[src/rtl/pwm_pkg.sv]
// Shared widths, channel-mode encoding and the per-channel output rule
// for the sixteen-channel PWM peripheral.
package pwm_pkg;

  localparam int PWM_CNT_W    = 8;
  localparam int PWM_CHANNELS = 16;
  localparam logic [PWM_CNT_W-1:0] DUTY_FULL = 8'hFF;

  typedef enum logic [1:0] {
    OFF    = 2'd0,
    STATIC = 2'd1,
    MOD    = 2'd2
  } chan_mode_e;

  // Output enable dominates; PWM select only matters for enabled channels.
  function automatic chan_mode_e chan_mode(input logic en_out, input logic en_pwm);
    if (!en_out)
      return OFF;
    else if (!en_pwm)
      return STATIC;
    else
      return MOD;
  endfunction

  function automatic logic chan_level(input chan_mode_e mode,
                                      input logic [PWM_CNT_W-1:0] cnt,
                                      input logic [PWM_CNT_W-1:0] duty);
    case (mode)
      STATIC:  return 1'b1;
      // Full-scale duty must never drop, even on the last count of the period.
      MOD:     return (duty == DUTY_FULL) || (cnt < duty);
      default: return 1'b0;
    endcase
  endfunction

endpackage

[src/rtl/pwm_tick_gen.sv]
// Prescaler and free-running 8-bit PWM counter; exports the counter value
// and a strobe that marks the cycle before the counter wraps 255 -> 0.
module pwm_tick_gen
  import pwm_pkg::*;
#(
  parameter int PRESCALE = 13
) (
  input  logic                 clk,
  input  logic                 rst,
  output logic [PWM_CNT_W-1:0] o_pwm_cnt,
  output logic                 o_wrap
);

  localparam int PRE_W = (PRESCALE > 1) ? $clog2(PRESCALE) : 1;
  localparam logic [PRE_W-1:0] PRE_LAST = PRE_W'(PRESCALE - 1);

  logic [PRE_W-1:0]     r_pre_cnt;
  logic [PWM_CNT_W-1:0] r_pwm_cnt;
  logic                 w_tick;

  assign w_tick = (r_pre_cnt == PRE_LAST);

  always_ff @(posedge clk) begin
    if (rst) begin
      r_pre_cnt <= '0;
      r_pwm_cnt <= '0;
    end else begin
      r_pre_cnt <= w_tick ? '0 : r_pre_cnt + 1'b1;
      if (w_tick)
        r_pwm_cnt <= r_pwm_cnt + 1'b1;
    end
  end

  assign o_pwm_cnt = r_pwm_cnt;
  assign o_wrap    = w_tick && (r_pwm_cnt == {PWM_CNT_W{1'b1}});

endmodule

[src/rtl/pwm_peripheral.sv]
// Sixteen-channel PWM output stage with a shared period and duty cycle.
// Define PWM_DUTY_SHADOW_EN to latch the duty value only at period start.
module pwm_peripheral
  import pwm_pkg::*;
#(
  parameter int PRESCALE = 13
) (
  input  logic        clk,
  input  logic        rst,
  input  logic [7:0]  en_reg_out_7_0,
  input  logic [7:0]  en_reg_out_15_8,
  input  logic [7:0]  en_reg_pwm_7_0,
  input  logic [7:0]  en_reg_pwm_15_8,
  input  logic [7:0]  pwm_duty_cycle,
  output logic [15:0] out,
  output logic        period_start
);

  logic [PWM_CNT_W-1:0]    w_pwm_cnt;
  logic                    w_wrap;
  logic [PWM_CHANNELS-1:0] w_en_out;
  logic [PWM_CHANNELS-1:0] w_en_pwm;
  logic [PWM_CNT_W-1:0]    w_duty_a;
  logic [PWM_CHANNELS-1:0] w_out_next;
  logic [PWM_CHANNELS-1:0] r_out;
  logic                    r_period_start;

  pwm_tick_gen #(
    .PRESCALE (PRESCALE)
  ) u_tick_gen (
    .clk       (clk),
    .rst       (rst),
    .o_pwm_cnt (w_pwm_cnt),
    .o_wrap    (w_wrap)
  );

  assign w_en_out = {en_reg_out_15_8, en_reg_out_7_0};
  assign w_en_pwm = {en_reg_pwm_15_8, en_reg_pwm_7_0};

`ifdef PWM_DUTY_SHADOW_EN
  logic [PWM_CNT_W-1:0] r_duty_shadow;

  // Loaded on the wrap cycle so each period runs at one duty value.
  always_ff @(posedge clk) begin
    if (rst)
      r_duty_shadow <= '0;
    else if (w_wrap)
      r_duty_shadow <= pwm_duty_cycle;
  end

  assign w_duty_a = r_duty_shadow;
`else
  assign w_duty_a = pwm_duty_cycle;
`endif

  generate
    for (genvar gi = 0; gi < PWM_CHANNELS; gi++) begin : g_chan
      assign w_out_next[gi] = chan_level(chan_mode(w_en_out[gi], w_en_pwm[gi]),
                                         w_pwm_cnt, w_duty_a);
    end
  endgenerate

  always_ff @(posedge clk) begin
    if (rst) begin
      r_out          <= '0;
      r_period_start <= 1'b0;
    end else begin
      r_out          <= w_out_next;
      r_period_start <= w_wrap;
    end
  end

  assign out          = r_out;
  assign period_start = r_period_start;

endmodule

[config.mk]
export PLATFORM = sky130hd
export DESIGN_NAME = pwm_peripheral
export DESIGN_NICKNAME = d
export VERILOG_FILES = /design/src/rtl/pwm_pkg.sv /design/src/rtl/pwm_tick_gen.sv /design/src/rtl/pwm_peripheral.sv
export SDC_FILE = /design/constraint.sdc
export NUM_CORES = 1
export LEC_CHECK = 0
export BUFFER_PORTS_ARGS = -buffer_cell sky130_fd_sc_hd__buf_2
export CORE_ASPECT_RATIO = 1.5
export CORE_UTILIZATION = 35
export DETAILED_ROUTE_END_ITERATION = 6
export SETUP_SLACK_MARGIN = 0.5
export SLEW_MARGIN = 15
export SYNTH_ARGS = -nofsm -noshare
export SYNTH_HDL_FRONTEND = slang
export SYNTH_SLANG_ARGS = --single-unit
export TNS_END_PERCENT = 100
[constraint.sdc]
create_clock -name clk -period 1.55 [get_ports clk]
set_input_delay 0.31 -clock clk [delete_from_list [all_inputs] [get_ports clk]]
set_output_delay 0.31 -clock clk [all_outputs]
set_load 0.02 [all_outputs]
Word level (Yosys, flattened, before mapping)
Cells that the tools add are included.
{"block": "word_totals", "ff_bits": 29, "latch_bits": 0, "ram_bits": 0, "rom_bits": 0, "inputBits": 42, "out_inout_bits": 17, "word_cells": 93, "memories": 0}
{"block": "op_classes", "addsub": 2, "n_mul": 0, "div_mod_pow": 0, "magnitude_cmp": 1, "n_eq_ne": 35, "shift": 0, "n_mux": 48, "n_bitwise": 0, "n_reduce_logical": 3}
{"operator": "2-bit two-way mux", "n": 32}
{"operator": "2-bit by 1-bit equality test with 1-bit output (second input constant)", "n": 16}
{"operator": "2-bit equality test (second input constant)", "n": 16}
{"operator": "1-bit case mux with 2 select lines", "n": 16}
{"operator": "8-bit equality test (second input constant)", "n": 2}
{"operator": "8-bit by 1-bit adder with 8-bit output (second input constant)", "n": 1}
{"operator": "8-bit less-than comparator", "n": 1}
{"operator": "4-bit by 1-bit adder with 4-bit output (second input constant)", "n": 1}
{"operator": "4-bit equality test (second input constant)", "n": 1}
{"operator": "2-bit OR reduction", "n": 1}
{"operator": "1-bit logical AND", "n": 1}
{"operator": "1-bit logical OR", "n": 1}

Logic depth before layout (Yosys ltp)
{"block": "logic_depth", "word_depth": 4, "ltp_mapped": 7}

Cells and area by module
A second synthesis with hierarchy kept.
{"block": "hier_totals", "cells_unflattened": 141, "area_unflattened_um2": 1380.1}
{"mod": "pwm_peripheral", "instances": 1, "cells_per_inst": 79, "area_each_um2": 819.5, "seq_area_each_um2": 340.3}
{"mod": "pwm_tick_gen", "instances": 1, "cells_per_inst": 62, "area_each_um2": 560.5, "seq_area_each_um2": 240.2}

Worst setup path before layout
Ideal clock, no wire load.
{"block": "synth_path", "path_kind": "input to register", "startpoint": "input port pwm_duty_cycle[7]", "endpoint": "register r_out[0] (netlist: out[0])", "t_arrival_ns": 1.512, "path_slack_ns": -0.077, "stages": 7, "path_cell_list": "inv_1 > ha_1 > and4_1 > o21ai_1 > o32ai_4 > buf_6 > a21oi_2"}
{"block": "synth_between", "elab_chain_len": 3, "elab_cells_between_ends": 4, "cone_classes": "1 x order compare; 1 x eq/ne; 1 x mux; 1 x reduce/logical"}
{"element": "from (decl)", "line_no": "pwm_peripheral.sv:14", "source": "input logic [7:0] pwm_duty_cycle,"}
{"element": "8-bit less-than comparator or 8-bit equality test (tied branches)", "line_no": "pwm_pkg.sv:31", "source": "MOD: return (duty == DUTY_FULL) || (cnt < duty);"}
{"element": "1-bit logical OR *", "line_no": "pwm_pkg.sv:31"}
{"element": "1-bit case mux with 2 select lines *", "line_no": "pwm_pkg.sv:28", "source": "case (mode)"}
{"element": "to (signal assigned)", "line_no": "pwm_peripheral.sv:68", "source": "r_out <= w_out_next;"}
{"element": "to (decl)", "line_no": "pwm_peripheral.sv:25", "source": "logic [PWM_CHANNELS-1:0] r_out;"}
Every way passes the cells marked *; elsewhere a longest branch is shown, timed or not.
A chain may end at the register's enable or synchronous reset.

Final worst setup path
{"block": "layout_path", "startpoint": "register u_tick_gen.r_pwm_cnt[1] (netlist: u_tick_gen.o_pwm_cnt[1])", "endpoint": "register r_out[5] (netlist: out[5])"}
{"block": "layout_between", "elab_chain_len": 3}
{"element": "from (decl)", "line_no": "pwm_tick_gen.sv:18", "source": "logic [PWM_CNT_W-1:0] r_pwm_cnt;"}
{"element": "from (signal assigned)", "line_no": "pwm_tick_gen.sv:30", "source": "r_pwm_cnt <= r_pwm_cnt + 1'b1;"}
{"element": "8-bit less-than comparator", "line_no": "pwm_pkg.sv:31"}
{"element": "1-bit logical OR", "line_no": "pwm_pkg.sv:31"}
{"element": "1-bit case mux with 2 select lines", "line_no": "pwm_pkg.sv:28"}
Every way passes these cells.

==> flow_summary_export.csv <==
group,metric,value,unit
yosys,yosysTopAreaCell,"dfxtp_1",
detailed_routing,routedWlPerCell,13.2,um
finish,diodes,0,
timing,worst_slack,-0.0318,ns
global_route,gr-usage-all-layers,18.1,%
global_route,grt_max_degree,30,
setup_path,path_max_fanout,8,
detailed_routing,drt_iter0_markers,13,
timing,rsz0062_at_grt,"yes",
setup_path,crit_chain,"ha_4, a2111oi_4, o32ai_4, buf_6, buf_12, a21oi_2",
yosys,yosys.area_share.adder,9.31,%
global_route,grt_pass1_wl,5440,um
timing,finalHoldViolCount,0,
placement,routabilityCongestion,0.777,
worst_hold_path,hold_path_class,"in -> reg",
die,start_util,36.5,%
finish,final_cell_mix,"41 x buf_2, 19 x buf_4, 18 x a21oi_2",
yosys,ys_seq_area_share,43.2,%
status,violations,"setup timing",
clock_network,htreeDepth,2,
yosys,syn-num-nets,187,
status,status,"finished, violations left",
timing,setup_violations,16,
finish,nets,269,
clock_network,cts_buffers,5,
yosys,synth-compound-area-share,16.6,%
timing,tightest_slew,0.500,ns
clock_network,hold_buffers,0,
yosys,synthCells,135,
setup_path,worstPathRequired,1.76,ns
yosys,synth-xor-area-share,5.21,%
clock_network,cts_root_buf,"clkbuf_8",
die,io_pins,59,
die,fp.dieArea,4100,um^2
detailed_routing,firstDrtPassIters,3,
finish,fillCellCount,306,
clock_network,cts.reportedPaths.clkPinSlew,0.06,ns
timing,fin_crit_sh,102,%
yosys,synthDistinctLibCells,31,
clock_network,max-clock-path-buffers,2,
finish,drive_gt1_share,67.9,%
yosys,synth_area_leaders,"dfxtp_1 43%, ha_1 9.3%, nand2b_1 7.4%, a21oi_2 6.5%, a21oi_1 3.4%",
yosys,yosysWarnings,0,
detailed_routing,ant_nets,0,
placement,io_buffers,58,
setup_path,end_kind,"flip-flop",
power,p_leak,1.03,nW
yosys,syn_area,1340,um^2
power,peakVddDrop,0.000716,V
timing,min_period,1.58,ns
yosys,netlist.area_leader.share,43.2,%
power,power,1.65,mW
setup_path,cp-start-kind,"flip-flop",
clock_network,cts_tree,"yes",
detailed_routing,wl,3440,um
global_route,gr-total-overflow,0,
die,rows,27,
flow_run,cap_violations,0,
power,power_density,731,nW/um^2
timing,clock-skew-final,0.00805,ns
yosys,synth_top_family_by_area,"simple AND/OR/NAND/NOR gates",
global_route,antenna_found_initial,0,
yosys,synthSimpleGateAreaFrac,20.1,%
placement,dp_hpwl,2390,um
yosys,avgSynthCellArea,9.95,um^2
global_route,grt_pass1_vias,1262,
die,coreArea,3680,um^2
placement,dp_slack,-0.163,ns
die,chipWidth,52.6,um
finish,layout-area-overhead-vs-synth,68.2,%
die,die_h,77.9,um
timing,finalMaxSlewViolations,0,
setup_path,crit_path_max_incr_delay,0.39,ns
yosys,synth_seq_cells,29,
clock_network,cts.sinks,29,
finish,layout_commonest_cell,"buf_2",
yosys,synth_mux_area_share,0.745,%
detailed_routing,drc,0,
timing,max_freq,632,MHz
detailed_routing,via_count,1266,
setup_path,arrival,1.79,ns
timing,slew_headroom,66.7,%
setup_path,slowest_stage,"a2111oi_4",
detailed_routing,vias_per_cell,4.85,
setup_path,critPathKind,"reg -> reg",
clock_network,insertion_delay,0.28,ns
layout make-up:
class / instances / area (um^2) / share of cell area, %
sequential: 29 / 602 / 26.6
inverter: 10 / 42.5 / 1.88
multi-input combinational: 91 / 872 / 38.6
tap: 43 / 53.8 / 2.38
timing repair buffer: 80 / 607 / 26.9
clock inverter: 2 / 10.0 / 0.443
clock buffer: 6 / 72.6 / 3.21
sequential cells by signal (all words and copies together) (netlist names):
register,flops
u_tick_gen.r_pre_cnt,4
u_tick_gen.o_pwm_cnt,8
out,16
period_start,1
critical path: cells and delay by family (launching register included):
family	cells	cell delay, ns
flip-flops	1	0.36
AO/OA/AOI/OAI	3	0.67
buffers and inverters	2	0.27
adder cells (fa/ha/maj)	1	0.21
cell usage after synthesis:
cell type / count
a2111oi_4: 1
a21o_1: 1
a21oi_1: 9
a21oi_2: 10
a41o_1: 1
and3_1: 2
and3_2: 1
and4_1: 2
buf_2: 1
buf_6: 1
clkbuf_1: 3
dfxtp_1: 29
ha_1: 10
inv_1: 10
mux2i_1: 1
nand2_1: 3
nand2b_1: 16
nand2b_4: 1
nand3_1: 1
nand4_1: 5
nor2_1: 10
nor3_1: 2
nor3b_1: 1
nor4b_1: 1
o21a_1: 1
o21ai_0: 1
o21ai_1: 1
o32ai_4: 1
or4_1: 1
xnor2_1: 3
xor2_1: 5
where the power goes:
group / internal (mW) / switching, mW
Combinational: 0.150 / 0.129
Sequential: 0.776 / 0.0138
Clock: 0.310 / 0.272
metrics by stage:
| stage | hold slack, ns | util [%] | setup TNS, ns | cells | area [um^2] |
|---|---|---|---|---|---|
| final | 0.192 | 61.4 | -0.226 | 261 | 2260 |
| after global routing | 0.189 | 61.4 | -1.42 | 261 | 2260 |
| after CTS | 0.192 | 58.0 | -0.271 | 258 | 2140 |
| after detailed placement | 0.453 | 49.4 | -2.25 | 238 | 1820 |
| after global placement | 0.448 | 49.4 | -1.16 | 238 | 1820 |
| after floorplan | 0.394 | - | 0 | 135 | 1440 |
per-layer routing:
layer	GRT usage (%)	share of wire [%]	wire length [um]
met3	5.49	6.1	210
met4	7.11	2.8	96
met2	33.7	56	1930
met1	17.6	35	1200
met5	0	0	0
path summary, 6_finish.rpt:
| kind | depth (start not counted) | slack, ns | startpoint | end |
|---|---|---|---|---|
| min | 2 | 0.19 | en_reg_pwm_7_0[4] | out[4] |
| min reg2reg | 2 | 0.54 | u_tick_gen.r_pre_cnt[0] | u_tick_gen.r_pre_cnt[0] |
| max reg2reg | 6 | -0.03 | u_tick_gen.o_pwm_cnt[1] | out[5] |
| max | 6 | -0.03 | u_tick_gen.o_pwm_cnt[1] | out[5] |
repair_timing:
action	in CTS	in global routing
pin swaps	15	7
resized for setup	35	33
setup endpoints to repair	39	42
buffers inserted	11	3
cloned	1	0
kinds of logic after synthesis:
logic type	Yosys count
compound gates	26
xor+xnor	8
fa+ha+maj	10
buf+inv	15
flops	29
mux	1
simple gates	46
Power figures use the tool's default switching activity.
